===== config.mk =====
export PLATFORM = sky130hd
export DESIGN_NAME = int_flag_fsm
export DESIGN_NICKNAME = d
export VERILOG_FILES = /design/src/rtl/cft_int_pkg.sv /design/src/rtl/irq_sync.sv /design/src/rtl/int_flag_fsm.sv
export SDC_FILE = /design/constraint.sdc
export NUM_CORES = 1
export LEC_CHECK = 0
export CORE_AREA = 2 2 39 41
export DETAILED_ROUTE_END_ITERATION = 7
export DIE_AREA = 0 0 41 43
export GPL_TIMING_DRIVEN = 1
export PLACE_DENSITY_LB_ADDON = 0.3
export SYNTH_ARGS = -nofsm -noshare
export SYNTH_HDL_FRONTEND = slang
export SYNTH_SLANG_ARGS = --single-unit

===== constraint.sdc =====
create_clock -name clk4 -period 1.2 [get_ports clk4]
set_input_delay 0.18 -clock clk4 [delete_from_list [all_inputs] [get_ports clk4]]
set_output_delay 0.18 -clock clk4 [all_outputs]
set_load 0.005 [all_outputs]

===== src/rtl/cft_int_pkg.sv =====
// Shared encodings for the interrupt-flag logic: microcode action codes and FSM states.
package cft_int_pkg;

  localparam int SYNC_STAGES_DEF = 2;

  localparam logic [3:0] ACTION_STI = 4'b0011;
  localparam logic [3:0] ACTION_CLI = 4'b0100;

  // 2'b11 is unused and recovers to IDLE.
  localparam logic [1:0] ST_IDLE = 2'b00;
  localparam logic [1:0] ST_PEND = 2'b01;
  localparam logic [1:0] ST_ACK  = 2'b10;

endpackage


===== src/rtl/irq_sync.sv =====
// Multi-flop synchroniser for an asynchronous active-low request line.
// Resets every stage to 1 (inactive); output follows the input STAGES edges later.
module irq_sync #(
  parameter int STAGES = 2
) (
  input  logic clk,
  input  logic reset,
  input  logic din,
  output logic dout
);

  logic [STAGES-1:0] sr;

  always_ff @(posedge clk) begin
    if (reset) begin
      sr <= '1;
    end else begin
      sr <= {sr[STAGES-2:0], din};
    end
  end

  assign dout = sr[STAGES-1];

endmodule


===== src/rtl/int_flag_fsm.sv =====
// Interrupt-enable flag (fi) with delayed STI, plus the request/acknowledge FSM
// that drives the registered, active-low nirqs to the microcode sequencer.
module int_flag_fsm #(
  parameter int         SYNC_STAGES = cft_int_pkg::SYNC_STAGES_DEF,
  parameter logic [3:0] ACTION_STI  = cft_int_pkg::ACTION_STI,
  parameter logic [3:0] ACTION_CLI  = cft_int_pkg::ACTION_CLI
) (
  input  logic       clk4,
  input  logic       reset,
  input  logic [3:0] action,
  input  logic       nflagwe,
  input  logic       ibus15,
  input  logic       nirq,
  input  logic       nend,
  input  logic       ninta,
  output logic       fi,
  output logic       nirqs
);

  import cft_int_pkg::*;

  logic       nirq_sync;
  logic       irq_s;
  logic       sti_arm;
  logic       fi_nxt;
  logic       arm_nxt;
  logic [1:0] state;
  logic [1:0] state_nxt;

  irq_sync #(
    .STAGES(SYNC_STAGES)
  ) u_sync (
    .clk  (clk4),
    .reset(reset),
    .din  (nirq),
    .dout (nirq_sync)
  );

  assign irq_s = ~nirq_sync;

  // An STI in the same cycle as nend only arms; the arm is consumed by a later nend.
  always_comb begin
    fi_nxt  = fi;
    arm_nxt = sti_arm;
    if (state == ST_PEND && !ninta) begin
      fi_nxt = 1'b0;
    end else if (!nflagwe) begin
      fi_nxt  = ibus15;
      arm_nxt = 1'b0;
    end else if (action == ACTION_CLI) begin
      fi_nxt  = 1'b0;
      arm_nxt = 1'b0;
    end else if (action == ACTION_STI) begin
      arm_nxt = 1'b1;
    end else if (sti_arm && !nend) begin
      fi_nxt  = 1'b1;
      arm_nxt = 1'b0;
    end
  end

  // PEND looks at the post-edge fi so a CLI or flag write drops the request on the same edge.
  always_comb begin
    state_nxt = state;
    case (state)
      ST_IDLE: begin
        if (irq_s && fi) state_nxt = ST_PEND;
      end
      ST_PEND: begin
        if (!ninta)                 state_nxt = ST_ACK;
        else if (!irq_s || !fi_nxt) state_nxt = ST_IDLE;
      end
      ST_ACK: begin
        if (ninta) state_nxt = ST_IDLE;
      end
      default: state_nxt = ST_IDLE;
    endcase
  end

  always_ff @(posedge clk4) begin
    if (reset) begin
      fi      <= 1'b0;
      sti_arm <= 1'b0;
      state   <= ST_IDLE;
      nirqs   <= 1'b1;
    end else begin
      fi      <= fi_nxt;
      sti_arm <= arm_nxt;
      state   <= state_nxt;
      nirqs   <= (state_nxt != ST_PEND);
    end
  end

endmodule


==> key figures <==
Status
  • Status: finished clean

Floorplan
  • # rows: 14
  • Die Ht: 43 um
  • Core ar.: 0.00138 sq mm
  • Top Ports: 13
  • Initial core utilization: 23.9%
  • Die X-Extent: 41 um
  • Die area: 0.00176 sq mm

Synth
  • Yosys warns: 0
  • Cell taking the most area after synthesis: dfxtp_1
  • Top cell type's share of synthesized area: 42.4%
  • Mapped Cells: 32
  • Sequential area share after synthesis: 42.4%
  • Syn nets: 43
  • Count of cell types in the netlist: 22
  • Post-synthesis register bit count: 7
  • Top area cells in the synthesized netlist: dfxtp_1, and4bb_2, nand2b_1, nor3b_2, or2_2
  • Avg Cell Area, Syn: 10.3 sq um
  • Netlist Area Pre-Place: 330 sq um

STA
  • Relative slew slack: 80.6%
  • Clock skew: 0.00339 ns
  • Peak Freq: 0.900 GHz
  • Fin Setup TNS: 0 ns
  • Part of the cycle the worst path needs: 92.6%
  • Fin. Hold Viols: 0
  • Max-slew violations: 0
  • Final setup vio count: 0
  • Measured slew at the worst slew-check pin: 0.291 ns
  • Final Critical Period: 1.11 ns
  • RSZ-0062 raised after global routing: no

Global route
  • Largest net degree at the start of global routing: 6
  • Total gr overflow: 0
  • Initial antenna violation count: 0
  • Gr usage total: 11.3%
  • Vias in the first global route: 293
  • First-pass GRT wire length: 1240 um

Routing
  • WL final: 682 um
  • Met2 routed WL: 300 um
  • Antenna-violating nets left: 0
  • WL met1: 301 um
  • Met3 routed WL: 70 um
  • Residual DRC: 0
  • Vias per std cell: 4.64
  • First DRT Iteration DRCs: 2
  • Top layer in use: met4
  • DR pass1 iterations: 4
  • Avg WL per Cell: 9.74 um
  • Via count: 325

Critical path
  • Setup crit end kind: register
  • Slowest cell on crit path: dfxtp_1
  • Worst setup SP type: register
  • Crit path DAT: 1.26 ns
  • WP data required: 1.34 ns
  • Worst path max stage delay: 0.38 ns
  • Critical path cell sequence: nor3b_4 > nor4bb_2 > a311o_1
  • Critical path class: register to register
  • Reg-to-reg slack, setup: 0.09 ns
  • Crit Path Max Fanout: 4

Place
  • Post-DP HPWL: 532 um
  • Gpl congestion: 0.625
  • Number of I/O port buffers: 12

Pwr
  • Reg power frac: 44.4%
  • LEAKAGE: 0.237 nW
  • Peak VDD IR: 0.000456 V
  • Psw: 122 uW
  • Overall power: 547 uW
  • Clock power share: 39.6%
  • Switching Share: 22.3%
  • Internal: 425 uW
  • Logic gate share of total power: 16.0%
  • PwrDens: 961 mW/mm^2

Clocking
  • Clock sinks: 7
  • Clock-pin slew on the worst setup and hold paths: 0.05 ns
  • Later-pin clock latency in the skew report: 0.26 ns
  • Root buffer cell: clkbuf_4
  • CTS buffer count: 3
  • TritonCTS clock tree: built
  • H-tree depth: 1
  • Number of hold buffers added after cts: 0
  • Deepest clock path buffer count: 2

Layout
  • Layout cells sized above 1: 31.5%
  • Antenna Cells: 0
  • Area delta synth->final: 72.3%
  • Final net count: 66

Hold path
  • HP Class: register to register

Job
  • Max Cap Viol: 0
placed cells by master, fill, tap and decap left out:
master           n
nand4bb_1        1
dfxtp_1          6
a311o_1          1
nor4_1           1
dlygate4sd2_1    2
buf_4            6
nor4b_2          1
nor3_1           2
inv_1            1
nand4b_1         1
nor2b_1          1
dfxtp_2          1
nor3b_4          1
dlymetal6s2s_1   4
o31ai_1          1
o221ai_1         1
nor4bb_2         1
and4bb_2         1
nor2_1           1
clkbuf_1         1
or2_2            2
nand2b_1         2
or3b_1           1
clkbuf_4         3
clkdlybuf4s50_1  6
a21oi_2          1
o31a_1           1
xnor2_1          1
nand3_1          2
state kept, by name, indices dropped and copies added (netlist names):
name / flops
u_sync.sr: 2
state: 2
nirqs: 1
sti_arm: 1
fi: 1
worst max-delay path, delay by kind of cell (launching register included):
family | cells | cell delay [ns]
flip-flops | 1 | 0.38
AND/OR/NAND/NOR | 2 | 0.35
AO/OA/AOI/OAI | 1 | 0.27
path summary, 6_finish.rpt:
check | startpoint | to | depth (start not counted)
worst min register to register | u_sync.sr[0] | u_sync.sr[1] | 1
worst max-delay path | state[0] | sti_arm | 3
worst min-delay path | u_sync.sr[0] | u_sync.sr[1] | 1
worst max register to register | state[0] | sti_arm | 3
metrics by stage:
step | hold slack, ns | instances | worst slack (ns) | area, sq um | utilization, %
2_1_floorplan | 0.257 | 32 | 0.203 | 330 | -
3_3_place_gp | 0.394 | 65 | -0.266 | 508 | 36.7
3_5_place_dp | 0.396 | 65 | -0.274 | 508 | 36.7
4_1_cts | 0.411 | 70 | 0.00295 | 547 | 39.5
5_1_grt | 0.418 | 70 | 0.00410 | 569 | 41.1
6_report | 0.409 | 70 | 0.0884 | 569 | 41.1
power groups by stage:
stage               sequential (mW)  combinational [mW]  clock [mW]
floorplan                     0.248              0.0221           0
global placement              0.249              0.0835           0
detailed placement            0.249              0.0837           0
CTS                           0.243              0.0884       0.227
global route                  0.243              0.0956       0.251
finish                        0.243              0.0875       0.217
synth_stat cells:
cell,number
xnor2_1,1
nor3b_2,1
or2_2,2
nor4b_1,1
o221ai_1,1
nor4_1,1
a21oi_2,1
inv_1,1
nand4b_1,1
dfxtp_1,7
o31a_1,1
nor3_1,2
nand3_1,2
and4bb_2,1
or3b_1,1
nor2b_1,1
o31ai_1,1
a311o_1,1
nand4bb_1,1
nor2_1,1
nor4bb_1,1
nand2b_1,2
cell type report:
class / count / area [sq um]
clock buffer: 4 / 26.3
fill: 141 / 815
inverter: 1 / 3.75
multi-input combinational: 24 / 205
sequential: 7 / 141
tap: 16 / 20.0
timing repair buffer: 18 / 173
layer usage:
metal,up-vias,track usage [%]
li1,172,-
met1,139,14.2
met2,12,12.8
met3,2,9.42
met4,0,6.00
met5,-,0
kinds of logic after synthesis:
kind of cell / Yosys count / synth area share (%)
AND/OR/NAND/NOR: 18 / 40.5
buffers and inverters: 1 / 1.14
XOR/XNOR: 1 / 2.65
AO/OA/AOI/OAI: 5 / 13.3
flip-flops: 7 / 42.4
what timing repair did:
action | in CTS | in global routing
endpoints found under the setup margin | 3 | 4
resized for setup | 4 | 6
pin swaps | 0 | 1
buffers inserted | 1 | 0
Note: power is estimated with default switching activity, not from simulation.
